## config.mk

```make
export PLATFORM = sky130hd
export DESIGN_NAME = fibonacci_core
export DESIGN_NICKNAME = d
export VERILOG_FILES = /design/src/rtl/fibonacci_pkg.sv /design/src/rtl/fib_prescaler.sv /design/src/rtl/fibonacci_core.sv
export SDC_FILE = /design/constraint.sdc
export NUM_CORES = 1
export LEC_CHECK = 0
export ABC_AREA = 1
export ABC_CLOCK_PERIOD_IN_PS = 2600
export CAP_MARGIN = 0
export CORE_AREA = 2 2 99 101
export CTS_BUF_LIST = sky130_fd_sc_hd__clkbuf_4 sky130_fd_sc_hd__clkbuf_8 sky130_fd_sc_hd__clkbuf_16
export DETAILED_ROUTE_END_ITERATION = 12
export DIE_AREA = 0 0 101 103
export PLACE_DENSITY = 0.72
export SKIP_LAST_GASP = 1
export SYNTH_ARGS = -nofsm -noshare
export SYNTH_HDL_FRONTEND = slang
export SYNTH_SLANG_ARGS = --single-unit
export TNS_END_PERCENT = 20
```

## constraint.sdc

```tcl
create_clock -name wb_clk_i -period 2.6 [get_ports wb_clk_i]
set_input_delay 0.26 -clock wb_clk_i [delete_from_list [all_inputs] [get_ports wb_clk_i]]
set_output_delay 0.26 -clock wb_clk_i [all_outputs]
set_load 0.01 [all_outputs]
```

## src/rtl/fibonacci_pkg.sv

```systemverilog
// Shared definitions for the Fibonacci sequence generator: state encoding,
// default widths and the seed pair that starts every sequence.
package fibonacci_pkg;

    localparam int unsigned FIB_VAL_WIDTH   = 30;
    localparam int unsigned FIB_CLOCK_WIDTH = 6;

    localparam int unsigned FIB_SEED_A = 0;
    localparam int unsigned FIB_SEED_B = 1;

    typedef enum logic [1:0] {
        ST_IDLE  = 2'd0,
        ST_SEED  = 2'd1,
        ST_RUN   = 2'd2,
        ST_PAUSE = 2'd3
    } fib_state_e;

endpackage

```

## src/rtl/fib_prescaler.sv

```systemverilog
// Step-period divider: raises tick once every clock_op enabled cycles.
// A zero period holds the count so the sequence freezes in place.
module fib_prescaler
    import fibonacci_pkg::*;
#(
    parameter int unsigned CLOCK_WIDTH = FIB_CLOCK_WIDTH
) (
    input  logic                   wb_clk_i,
    input  logic                   reset,
    input  logic                   count_en,
    input  logic                   clear,
    input  logic [CLOCK_WIDTH-1:0] clock_op,
    output logic                   tick
);

    localparam logic [CLOCK_WIDTH-1:0] CNT_ZERO = CLOCK_WIDTH'(0);
    localparam logic [CLOCK_WIDTH-1:0] CNT_ONE  = CLOCK_WIDTH'(1);

    logic [CLOCK_WIDTH-1:0] div_cnt_q;
    logic [CLOCK_WIDTH-1:0] div_cnt_d;

    // A period shortened below the current count fires on the next cycle
    // instead of letting the counter run round.
    always_comb begin
        if (count_en && (clock_op != CNT_ZERO) && (div_cnt_q >= (clock_op - CNT_ONE))) begin
            tick = 1'b1;
        end else begin
            tick = 1'b0;
        end
    end

    // Next count value.
    always_comb begin
        div_cnt_d = div_cnt_q;
        if (clear) begin
            div_cnt_d = CNT_ZERO;
        end else if (!count_en || (clock_op == CNT_ZERO)) begin
            div_cnt_d = div_cnt_q;
        end else if (tick) begin
            div_cnt_d = CNT_ZERO;
        end else begin
            div_cnt_d = div_cnt_q + CNT_ONE;
        end
    end

    // Count register.
    always_ff @(posedge wb_clk_i) begin
        if (reset) begin
            div_cnt_q <= CNT_ZERO;
        end else begin
            div_cnt_q <= div_cnt_d;
        end
    end

endmodule

```

## src/rtl/fibonacci_core.sv

```systemverilog
// Free-running Fibonacci generator with pause/resume, programmable step
// period and automatic restart once the next term no longer fits VAL_WIDTH.
module fibonacci_core
    import fibonacci_pkg::*;
#(
    parameter int unsigned CLOCK_WIDTH = FIB_CLOCK_WIDTH,
    parameter int unsigned VAL_WIDTH   = FIB_VAL_WIDTH
) (
    input  logic                   wb_clk_i,
    input  logic                   reset,
    input  logic                   enable,
    input  logic [CLOCK_WIDTH-1:0] clock_op,
    output logic [VAL_WIDTH-1:0]   fib_out,
    output logic                   fib_valid,
    output logic                   wrap_irq,
    output logic                   running
);

    localparam logic [VAL_WIDTH-1:0] VAL_ZERO = VAL_WIDTH'(0);
    localparam logic [VAL_WIDTH-1:0] A_SEED   = VAL_WIDTH'(FIB_SEED_A);
    localparam logic [VAL_WIDTH-1:0] B_SEED   = VAL_WIDTH'(FIB_SEED_B);

    fib_state_e           state_q, state_d;
    logic [VAL_WIDTH-1:0] a_q, a_d;
    logic [VAL_WIDTH-1:0] b_q, b_d;
    logic [VAL_WIDTH-1:0] fib_out_q, fib_out_d;
    logic                 wrap_pending_q, wrap_pending_d;
    logic                 fib_valid_q, fib_valid_d;
    logic                 wrap_irq_q, wrap_irq_d;
    logic                 running_q, running_d;

    logic [VAL_WIDTH:0]   sum_s;
    logic                 tick_s;
    logic                 count_en_s;
    logic                 clear_s;

    assign sum_s = {1'b0, a_q} + {1'b0, b_q};

    fib_prescaler #(
        .CLOCK_WIDTH (CLOCK_WIDTH)
    ) u_prescaler (
        .wb_clk_i (wb_clk_i),
        .reset    (reset),
        .count_en (count_en_s),
        .clear    (clear_s),
        .clock_op (clock_op),
        .tick     (tick_s)
    );

    // Control state machine; the prescaler restarts on seeding and on pausing.
    always_comb begin
        state_d    = state_q;
        count_en_s = 1'b0;
        clear_s    = 1'b0;
        case (state_q)
            ST_IDLE: begin
                if (enable) begin
                    state_d = ST_SEED;
                end else begin
                    state_d = ST_IDLE;
                end
            end
            ST_SEED: begin
                state_d = ST_RUN;
                clear_s = 1'b1;
            end
            ST_RUN: begin
                count_en_s = 1'b1;
                if (!enable) begin
                    state_d = ST_PAUSE;
                    clear_s = 1'b1;
                end else begin
                    state_d = ST_RUN;
                end
            end
            ST_PAUSE: begin
                if (enable) begin
                    state_d = ST_RUN;
                end else begin
                    state_d = ST_PAUSE;
                end
            end
            default: begin
                state_d = ST_IDLE;
            end
        endcase
    end

    // Term datapath. After a carry, b holds a truncated sum that is never
    // shown; the following tick outputs 0 and reseeds instead.
    always_comb begin
        a_d            = a_q;
        b_d            = b_q;
        fib_out_d      = fib_out_q;
        wrap_pending_d = wrap_pending_q;
        fib_valid_d    = 1'b0;
        wrap_irq_d     = 1'b0;
        case (state_q)
            ST_SEED: begin
                a_d            = A_SEED;
                b_d            = B_SEED;
                fib_out_d      = A_SEED;
                wrap_pending_d = 1'b0;
            end
            ST_RUN: begin
                if (tick_s && wrap_pending_q) begin
                    a_d            = A_SEED;
                    b_d            = B_SEED;
                    fib_out_d      = VAL_ZERO;
                    wrap_pending_d = 1'b0;
                    fib_valid_d    = 1'b1;
                    wrap_irq_d     = 1'b1;
                end else if (tick_s) begin
                    a_d            = b_q;
                    b_d            = sum_s[VAL_WIDTH-1:0];
                    fib_out_d      = b_q;
                    wrap_pending_d = sum_s[VAL_WIDTH];
                    fib_valid_d    = 1'b1;
                end else begin
                    fib_valid_d    = 1'b0;
                end
            end
            default: begin
                fib_valid_d = 1'b0;
            end
        endcase
        running_d = (state_d == ST_RUN);
    end

    // State and datapath registers.
    always_ff @(posedge wb_clk_i) begin
        if (reset) begin
            state_q        <= ST_IDLE;
            a_q            <= VAL_ZERO;
            b_q            <= VAL_ZERO;
            fib_out_q      <= VAL_ZERO;
            wrap_pending_q <= 1'b0;
            fib_valid_q    <= 1'b0;
            wrap_irq_q     <= 1'b0;
            running_q      <= 1'b0;
        end else begin
            state_q        <= state_d;
            a_q            <= a_d;
            b_q            <= b_d;
            fib_out_q      <= fib_out_d;
            wrap_pending_q <= wrap_pending_d;
            fib_valid_q    <= fib_valid_d;
            wrap_irq_q     <= wrap_irq_d;
            running_q      <= running_d;
        end
    end

    assign fib_out   = fib_out_q;
    assign fib_valid = fib_valid_q;
    assign wrap_irq  = wrap_irq_q;
    assign running   = running_q;

endmodule

```

==> results by group, run 1 <==
STA
  – Period utilization: 0.9309
  – Setup TNS: 0 ps
  – Slew headroom: 0.7497
  – Fin. Hold Viols: 0
  – Peak Freq: 413.2 MHz
  – Slew @ Worst Pin: 374.0 ps
  – Final setup violation count: 0
  – Max-slew violation count: 0
  – Setup WS post-layout: 179.8 ps
  – Minimum clock period: 2420 ps
  – RSZ-0062 raised after global routing: yes
  – Clock Skew: 11.93 ps

Floorplan
  – Row cnt: 36
  – Full die area: 10,400 µm²
  – # IOs: 42
  – Chip Height: 103 µm
  – DIE WIDTH: 101 µm
  – Starting Density: 0.5317
  – CORE AREA: 9459 µm²

Setup path
  – Slowest CP cell: clkdlybuf4s50_1
  – Max incr delay on CP: 420 ps
  – R2R Path Start: fib_out[0]
  – Register-to-Register Setup Slack: 270 ps
  – Max FO, Critical Path: 27
  – Worst EP required: 2910 ps
  – R2R cell count: 11
  – Crit. End Element: flop
  – Critical Path Most Common Cell: nand2_1
  – Crit path DAT: 2730 ps
  – CP Class: in2reg
  – FF-to-FF End: b_q[16]
  – Critical Path Source Type: input pin
  – Start point of the critical path: clock_op[1]
  – Cell chain of the critical path: clkdlybuf4s50_1, nor2_1, nand2_1, nor3_1, xor2_1, inv_1, ha_1, nand2_1, nor3_1, nand3b_2, nand3b_2, nor2_2, buf_12, nand3_1, nand2_1

Synth
  – Syn Nets: 851
  – Yosys Warn Count: 0
  – Mapped cell area: 5030 µm²
  – #FFs+latches synth: 72
  – Seq/Total Area, Yosys: 0.2866
  – Ys async rst share: 0
  – Synth cell types: 36
  – Post-synthesis average cell area: 6.303 µm²
  – Top_reg_cell synth: dfxtp_1
  – Post-synth EDFFs: 0
  – Gate Count Post-Synth: 798

Job
  – Max-Cap Viols: 0

Drt
  – Routed WL: 12,960 µm
  – DRC viols: 0
  – Post-DR wirelength/cell: 13.26 µm
  – Routed vias/inst: 5.059
  – Vias: 4,943
  – 1st-iter DRT viols: 166
  – 1st-pass router iterations: 5
  – Antenna Violating Nets Remaining: 0

GRT
  – Gr ovfl total: 0
  – Global-route wire length before repair: 21,870 µm
  – Number of global-route vias before repair: 4,697
  – Total Routing Usage GR: 0.2657
  – Largest net degree at the start of global routing: 28
  – Initial antenna violation count: 0

Status
  – Status: completed

CTS
  – Root Buffer: clkbuf_8
  – H-tree depth: 3
  – Skew-Pair Late Insertion Delay: 370 ps
  – Number of clock sinks: 72
  – Number of CTS-inserted buffers: 9
  – Longest Clk Path Bufs: 2
  – CTS tree: done
  – CTS clk-pin slew, worst paths: 70 ps

Final layout
  – Antenna Cells: 0
  – Area grow syn2layout: 16.99%
  – Share of layout cells above drive strength 1: 0.06257
  – Finished Core Util: 0.6221
  – Filler Cells Inserted: 950
  – Nets@finish: 912

Place
  – Place WS: -183.4 ps
  – Port Buffers: 41
  – DP HPWL: 10,370 µm
  – Final GP Congestion: 0.9649

Power and ir drop
  – VDD IR max: 0.3554 mV
  – Pwr Density: 370.7 nW/µm²
  – P_leak: 3.126 nW
  – Overall power: 2.181 mW

Worst hold path
  – Worst Hold Class: reg2reg
  – Worst hold endpoint: fib_out[20]
  – Hold_sp: fib_out[20]
  – Hold Crit Depth: 2
-- state kept, by name, indices dropped and copies added, names as in the netlist --
signal	count
b_q	30
fib_out	30
u_prescaler.div_cnt_q	6
state_q	2
fib_valid	1
running	1
wrap_irq	1
wrap_pending_q	1
-- layer usage --
layer,wire [µm],global-route usage,vias to the layer above,share of wire
li1,-,-,2623,-
met1,6040,0.3299,2217,0.47
met2,6355,0.4779,83,0.49
met3,349,0.04068,20,0.027
met4,210,0.07692,0,0.016
met5,0,0,-,0
-- critical path, delay by kind of cell --
kind / cells / cell delay [ps]
adders and majority gates: 1 / 290
buffers and inverters: 3 / 680
xor gates and xnor gates: 1 / 160
and+or+nand+nor: 10 / 1320
-- cell usage after synthesis, types with 2 or more instances --
| cell | number | share of area |
|---|---|---|
| a21o_1 | 2 | 0.0030 |
| ha_1 | 43 | 0.11 |
| o21ai_0 | 15 | 0.015 |
| o22ai_1 | 5 | 0.0062 |
| dfxtp_1 | 72 | 0.29 |
| nor2_1 | 57 | 0.043 |
| a21oi_1 | 27 | 0.027 |
| clkinv_1 | 2 | 0.0015 |
| or2_2 | 2 | 0.0025 |
| nand2_1 | 335 | 0.25 |
| nand4_1 | 13 | 0.016 |
| nand2_4 | 2 | 0.0045 |
| o21ai_2 | 3 | 0.0052 |
| o22ai_2 | 2 | 0.0050 |
| nand3b_1 | 5 | 0.0075 |
| buf_6 | 7 | 0.016 |
| xnor2_1 | 9 | 0.016 |
| nand3b_2 | 2 | 0.0045 |
| nand3_1 | 48 | 0.048 |
| o21bai_1 | 4 | 0.0060 |
| and2_1 | 2 | 0.0025 |
| nor3_1 | 9 | 0.0090 |
| nor2_2 | 3 | 0.0037 |
| inv_1 | 109 | 0.081 |
| buf_2 | 3 | 0.0030 |
| xor2_1 | 7 | 0.012 |
-- final cells by class --
class	instances	area [µm²]	share of cell area
sequential	72	1441	0.2449
clock buffer	10	137.6	0.02339
clock inverter	5	57.56	0.009781
tap	114	142.6	0.02424
timing repair buffer	61	614.3	0.1044
multi-input combinational	602	3064	0.5207
inverter	113	426.7	0.07251
-- power by group --
part / switching (mW) / leakage, nW / internal, mW
registers: 0.00553 / 0.580 / 1.11
logic: 0.0892 / 2.46 / 0.0652
clock network: 0.451 / 0.0904 / 0.462
total: 0.545 / 3.13 / 1.64
-- cells in the final DEF (no fill, tap or decap), drive strengths merged, types with 18 or more instances in the layout --
cell	instances
nand3	49
dfxtp	72
buf	20
a21oi	27
nor2	61
ha	43
clkdlybuf4s50	41
inv	111
nand2	338
o21ai	18
-- logic make-up after synthesis --
family | synth area share
AND/OR/NAND/NOR | 0.4020
AO/OA/AOI/OAI | 0.06841
adder cells (fa/ha/maj) | 0.1109
flip-flops | 0.2866
buffers and inverters | 0.1042
XOR/XNOR | 0.02786
-- through the flow --
stage	instances	hold slack (ps)	cell area, µm²
floorplan	798	400.5	5030
CTS	977	468.3	5881
finish	977	464.6	5884
global route	977	480.8	5884
global placement	962	450.2	5685
detailed placement	962	458.2	5685
-- worst max-delay path by stage --
| stage | endpoint | slack (ps) | depth (start not counted) |
|---|---|---|---|
| floorplan | fib_out[11] | 450 | 15 |
| global placement | b_q[1] | -40 | 15 |
| detailed placement | b_q[1] | -180 | 15 |
| CTS | b_q[1] | 200 | 15 |
| global route | b_q[20] | -50 | 15 |
| finish | b_q[20] | 180 | 15 |
-- timing repair --
action | CTS | global route
endpoints found under the setup margin | 0 | 7
hold buffers | 0 | 0
setup buffers | 0 | 0
gates resized for setup | 0 | 1
Note: power is estimated with default switching activity, not from simulation.
==> run 2, diff against run 1 <==
- ABC_CLOCK_PERIOD_IN_PS: 2600 -> default
- CORE_AREA: 2 2 99 101 -> 2 2 114 88
- DIE_AREA: 0 0 101 103 -> 0 0 116 90
==> run 2 against run 1 <==
  * Register-to-register slack about the same
  * Worst setup slack gained 85 ps
  * Non-clock buffer count down 1
  * Critical path type is now reg2reg
  * Critical endpoint is now b_q[16]
==> results by group, run 2 (same netlist as run 1, synthesis figures left out) <==
Status
  – Status: completed

GRT
  – Total Routing Usage GR: 0.2694
  – Largest net degree at the start of global routing: 24
  – GR Layer Usage met3: 0.04855
  – Number of global-route vias before repair: 4,825
  – Gr ovfl total: 0
  – Gr busiest metal: met2
  – Met2 Usage GRT: 0.4196
  – Global-route wire length before repair: 22,540 µm
  – Initial antenna violation count: 0
  – Met1 Track Usage GR: 0.3898

Setup path
  – Crit path DAT: 2560 ps
  – Critical path depth: 11
  – Critical Path Source Type: flop
  – Register-to-Register Setup Slack: 260 ps
  – Worst EP required: 2830 ps
  – Setup crit end: b_q[16]
  – R2R Path Start: fib_out[0]
  – Critical Path Most Common Cell: nand2_1
  – Slowest CP cell: fa_1
  – Crit path buf inv count: 0
  – Start point of the critical path: fib_out[0]
  – Max incr delay on CP: 470 ps
  – Crit-path leading delay family: simple AND/OR/NAND/NOR gates
  – R2R cell count: 11
  – Max FO, Critical Path: 5
  – FF-to-FF End: b_q[16]
  – CP Class: reg2reg
  – Crit. End Element: flop
  – Cell chain of the critical path: ha_1, fa_1, nand3_1, nand3_1, nand2_1, nand2_1, nand2_1, nand2_1, or2_2, nand3_1, nand2_1

Final layout
  – Finished Core Util: 0.6408
  – Fin cells: 995
  – Commonest non-fill, non-tap cell in the layout: nand2_1
  – Antenna Cells: 0
  – Nets@finish: 911
  – Area grow syn2layout: 19.58%
  – Most frequent cells in the layout: nand2_1, inv_1, dfxtp_1
  – Filler Cells Inserted: 911
  – Share of layout cells above drive strength 1: 0.06373

CTS
  – Number of CTS-inserted buffers: 9
  – Skew-Pair Late Insertion Delay: 340 ps
  – CTS tree: done
  – Longest Clk Path Bufs: 2
  – Root Buffer: clkbuf_16
  – Cts hold-fix bufs: 0
  – CTS clk-pin slew, worst paths: 60 ps
  – H-tree depth: 3
  – Number of clock sinks: 72

Worst hold path
  – Worst Hold Class: reg2reg
  – Hold Crit Depth: 2

Power and ir drop
  – P_leak: 3.176 nW
  – VDD IR max: 0.3240 mV
  – Switching share of power: 0.2358
  – Clk network pwr share: 0.500
  – Comb power frac: 0.059
  – Power Internal: 1.931 mW
  – Sequential power share: 0.442
  – Pwr Density: 420.1 nW/µm²
  – NetSw: 0.5957 mW

Place
  – Placed cell count: 978
  – DP HPWL: 10,580 µm
  – Port Buffers: 41
  – Final GP Congestion: 0.9528

Drt
  – 1st-pass router iterations: 4
  – Antenna Violating Nets Remaining: 0
  – DRC viols: 0
  – 1st-iter DRT viols: 263
  – Vias: 5,044
  – Post-DR wirelength/cell: 13.50 µm
  – Routed vias/inst: 5.069
  – Routed WL: 13,430 µm

STA
  – RSZ-0062 raised after global routing: yes
  – Max-slew violation count: 0
  – Slew headroom: 0.7654
  – Slew @ Worst Pin: 350.6 ps
  – Peak Freq: 428.2 MHz
  – Final setup violation count: 0
  – Fin. Hold Viols: 0
  – Period utilization: 0.8983
  – Minimum clock period: 2336 ps
  – Clock Skew: 9.081 ps

Floorplan
  – DIE WIDTH: 116 µm
  – # IOs: 42
  – Chip Height: 90 µm
  – Row cnt: 31
  – Starting Density: 0.5359
  – Full die area: 10,440 µm²
  – CORE AREA: 9387 µm²

Job
  – Max-Cap Viols: 0
[run 2: cell types whose count changed in the layout (fill, tap and decap cells not counted), sizes merged]
cell      change
buf           -1
inv           +2
clkinvlp      -1
[run 2: how the worst min path moves through the flow]
| stage | slack, ps | start | end |
|---|---|---|---|
| 6_report | 460 | fib_out[16] | fib_out[16] |
| 5_1_grt | 490 | b_q[14] | fib_out[14] |
| 4_1_cts | 470 | fib_out[16] | fib_out[16] |
| 3_5_place_dp | 460 | fib_out[16] | fib_out[16] |
| 3_3_place_gp | 450 | fib_out[21] | fib_out[21] |
| 2_1_floorplan | 400 | enable | state_q[0] |
[run 2: what timing repair did]
action / in CTS / in global routing
setup endpoints to repair: 0 / 53
buffers inserted: 0 / 0
gates resized for setup: 0 / 9
hold endpoints to repair: 0 / 0
[run 2: metrics by stage]
step,worst slack (ps),TNS (ps),hold WS (ps),cell area (µm²),total power [mW]
after floorplan,449.1,0,400.5,5030,1.228
after global placement,-60.60,-1685,451.7,5680,1.282
after detailed placement,-142.4,-5234,459.4,5680,1.286
after CTS,225.1,0,467.4,5981,2.546
after global routing,-25.01,-237.8,486.2,6015,2.611
final,264.5,0,463.8,6015,2.527
[run 2: metal layers]
metal	part of all wire	vias to the layer above
met2	0.43	132
met4	0.011	0
met3	0.060	15
li1	-	2620
met1	0.50	2277
met5	0	-
[run 2: power by group through the flow]
stage / sequential (mW) / combinational (mW) / clock [mW]
finish: 1.12 / 0.149 / 1.26
global route: 1.12 / 0.165 / 1.33
CTS: 1.12 / 0.147 / 1.28
detailed placement: 1.14 / 0.146 / 0
global placement: 1.14 / 0.142 / 0
floorplan: 1.14 / 0.0886 / 0
[run 2: layout make-up]
| cell class | count | area, µm² | area share |
|---|---|---|---|
| clock inverters | 6 | 67.56 | 0.01123 |
| well taps | 132 | 165.2 | 0.02746 |
| clock buffers | 10 | 232.7 | 0.03869 |
| flip-flops and latches | 72 | 1441 | 0.2397 |
| repair buffers | 60 | 606.8 | 0.1009 |
| inverters | 113 | 426.7 | 0.07094 |
| multi-input cells | 602 | 3074 | 0.5111 |
[run 2: tightest hold or removal path, cell delays in order, from the launching register on]
cell and delay [ps]:
dfxtp_1 320, nand2_1 60, nand2_1 40
==> run 3, diff against run 2 <==
- CORE_AREA: 2 2 114 88 -> 2 2 126 97
- CTS_BUF_LIST: sky130_fd_sc_hd__clkbuf_4 sky130_fd_sc_hd__clkbuf_8 sky130_fd_sc_hd__clkbuf_16 -> sky130_fd_sc_hd__clkbuf_16
- DIE_AREA: 0 0 116 90 -> 0 0 128 99
- PLACE_DENSITY: 0.72 -> 0.6
- SLEW_MARGIN: default -> 20
==> run 3 against run 2 <==
  * Worst hold slack got worse by 1.1 ps
  * Routed wire length rose by 3.4%
  * Combinational power rose by 3%
  * Non-clock buffer count rose by 7
  * Cell count rose by 1.9%
  * Flip-flop and latch count did not move
  * Clock skew fell by 5.3 ps
  * Design area rose by 1.4%
  * Register-to-register slack improved by 80 ps
  * Via count fell by 1.2%
  * Largest cell class unchanged
==> results by group, run 3 (same netlist as run 1, synthesis figures left out) <==
Final layout
  – Most frequent cells in the layout: nand2_1, inv_1, dfxtp_1
  – Nets@finish: 918
  – Share of layout cells above drive strength 1: 0.07011
  – Filler Cells Inserted: 1,161
  – Multi-input gate area: 3088 µm²
  – Area grow syn2layout: 21.27%
  – Design area: 6100 µm²
  – Antenna Cells: 0
  – Register Area: 1441 µm²
  – Commonest non-fill, non-tap cell in the layout: nand2_1
  – Fin cells: 1,014

CTS
  – CTS tree: done
  – Skew-Pair Late Insertion Delay: 330 ps
  – CTS clk-pin slew, worst paths: 60 ps
  – Number of CTS-inserted buffers: 9
  – Number of clock sinks: 72
  – Longest Clk Path Bufs: 2
  – H-tree depth: 3
  – Root Buffer: clkbuf_16
  – Cts hold-fix bufs: 0

Power and ir drop
  – Pwr Density: 391.3 nW/µm²
  – Sequential power share: 0.467
  – Power Internal: 1.811 mW
  – VDD IR max: 0.2941 mV
  – Clk network pwr share: 0.468
  – Switching share of power: 0.2412
  – P_leak: 3.219 nW
  – NetSw: 0.5756 mW
  – Comb power frac: 0.064

Setup path
  – Max FO, Critical Path: 13
  – Critical Path Most Common Cell: nand2_1
  – Critical Path Source Type: input pin
  – Crit path DAT: 2690 ps
  – Crit-path leading delay family: simple AND/OR/NAND/NOR gates
  – Crit. End Element: flop
  – Crit path buf inv count: 4
  – Max incr delay on CP: 420 ps
  – Slowest CP cell: clkdlybuf4s50_1
  – Cell chain of the critical path: clkdlybuf4s50_1, nor2_1, nand2_1, nor3_2, xor2_1, inv_1, ha_1, nand2_1, nor3_2, nand3b_4, nand3b_2, nor2_4, buf_4, buf_12, nand3_1, nand2_1
  – Worst EP required: 2870 ps
  – CP Class: in2reg

Floorplan
  – Full die area: 12,670 µm²
  – DIE WIDTH: 128 µm
  – Chip Height: 99 µm
  – Row cnt: 34
  – Starting Density: 0.4412
  – # IOs: 42
  – CORE AREA: 11,400 µm²

STA
  – Final setup violation count: 0
  – Max-slew violation count: 0
  – Slew headroom: 0.7497
  – Slew @ Worst Pin: 374.1 ps
  – Peak Freq: 414.5 MHz
  – Clock Skew: 3.796 ps
  – Period utilization: 0.9280
  – Fin. Hold Viols: 0
  – Minimum clock period: 2413 ps

Drt
  – DRC viols: 0
  – Antenna Violating Nets Remaining: 0
  – Routed WL: 13,880 µm
  – 1st-pass router iterations: 6
  – Post-DR wirelength/cell: 13.69 µm
  – Vias: 4,983
  – Routed vias/inst: 4.914
  – 1st-iter DRT viols: 317

GRT
  – Initial antenna violation count: 0
  – Number of global-route vias before repair: 4,704
  – Largest net degree at the start of global routing: 26
  – Gr ovfl total: 0
  – Global-route wire length before repair: 22,810 µm
  – Total Routing Usage GR: 0.2262

Place
  – Placed cell count: 993
  – DP HPWL: 10,880 µm
  – Port Buffers: 41
  – Post-DP Area: 5731 µm²
  – Final GP Congestion: 0.9475

Worst hold path
  – Worst Hold Class: reg2reg

Job
  – Max-Cap Viols: 0

Status
  – Status: completed
-- run 3: cell type report --
type | instances | area share
Clock buffer | 9 | 0.03692
Clock inverter | 7 | 0.006564
Inverter | 113 | 0.06995
Multi-Input combinational cell | 602 | 0.5063
Sequential cell | 72 | 0.2363
Tap cell | 144 | 0.02954
Timing Repair Buffer | 67 | 0.1145
-- run 3: path summary, 6_finish.rpt --
check / from / end / slack [ps] / depth (start not counted)
worst max-delay path: clock_op[1] / b_q[19] / 190 / 16
worst min-delay path: fib_out[7] / fib_out[7] / 460 / 2
worst max register to register: fib_out[0] / b_q[24] / 340 / 12
worst min register to register: fib_out[7] / fib_out[7] / 460 / 2
-- run 3: what timing repair did --
action                                  CTS  global route
endpoints found under the setup margin    0            36
resized for setup                         0             7
setup buffers                             0             3
endpoints found under the hold margin     0             0
-- run 3: per-stage QoR --
stage	hold WS, ps	power [mW]	worst slack, ps	setup TNS [ps]	util
5_1_grt	494.0	2.485	-94.57	-2260	0.5350
3_3_place_gp	451.4	1.286	-87.39	-2090	0.5026
3_5_place_dp	459.4	1.291	-159.5	-4268	0.5026
4_1_cts	468.9	2.412	193.3	0	0.5259
2_1_floorplan	400.5	1.228	449.1	0	-
6_report	462.7	2.387	187.3	0	0.5350
-- run 3: power by group through the flow --
stage / sequential [mW] / clock, mW / combinational, mW
after floorplan: 1.14 / 0 / 0.0886
after detailed placement: 1.14 / 0 / 0.151
final: 1.12 / 1.12 / 0.154
after CTS: 1.12 / 1.15 / 0.151
after global placement: 1.14 / 0 / 0.146
after global routing: 1.12 / 1.20 / 0.169
-- run 3: tightest hold or removal path, cell delays in order (launching register included) --
cell,delay [ps]
dfxtp_1,320
nand2_1,60
nand2_1,40
-- run 3: metal layers --
| metal | global-route usage | part of all wire | up-vias |
|---|---|---|---|
| li1 | - | - | 2630 |
| met1 | 0.3332 | 0.52 | 2235 |
| met2 | 0.3484 | 0.42 | 113 |
| met3 | 0.04017 | 0.053 | 5 |
| met4 | 0.04227 | 0.0028 | 0 |
| met5 | 0 | 0 | - |
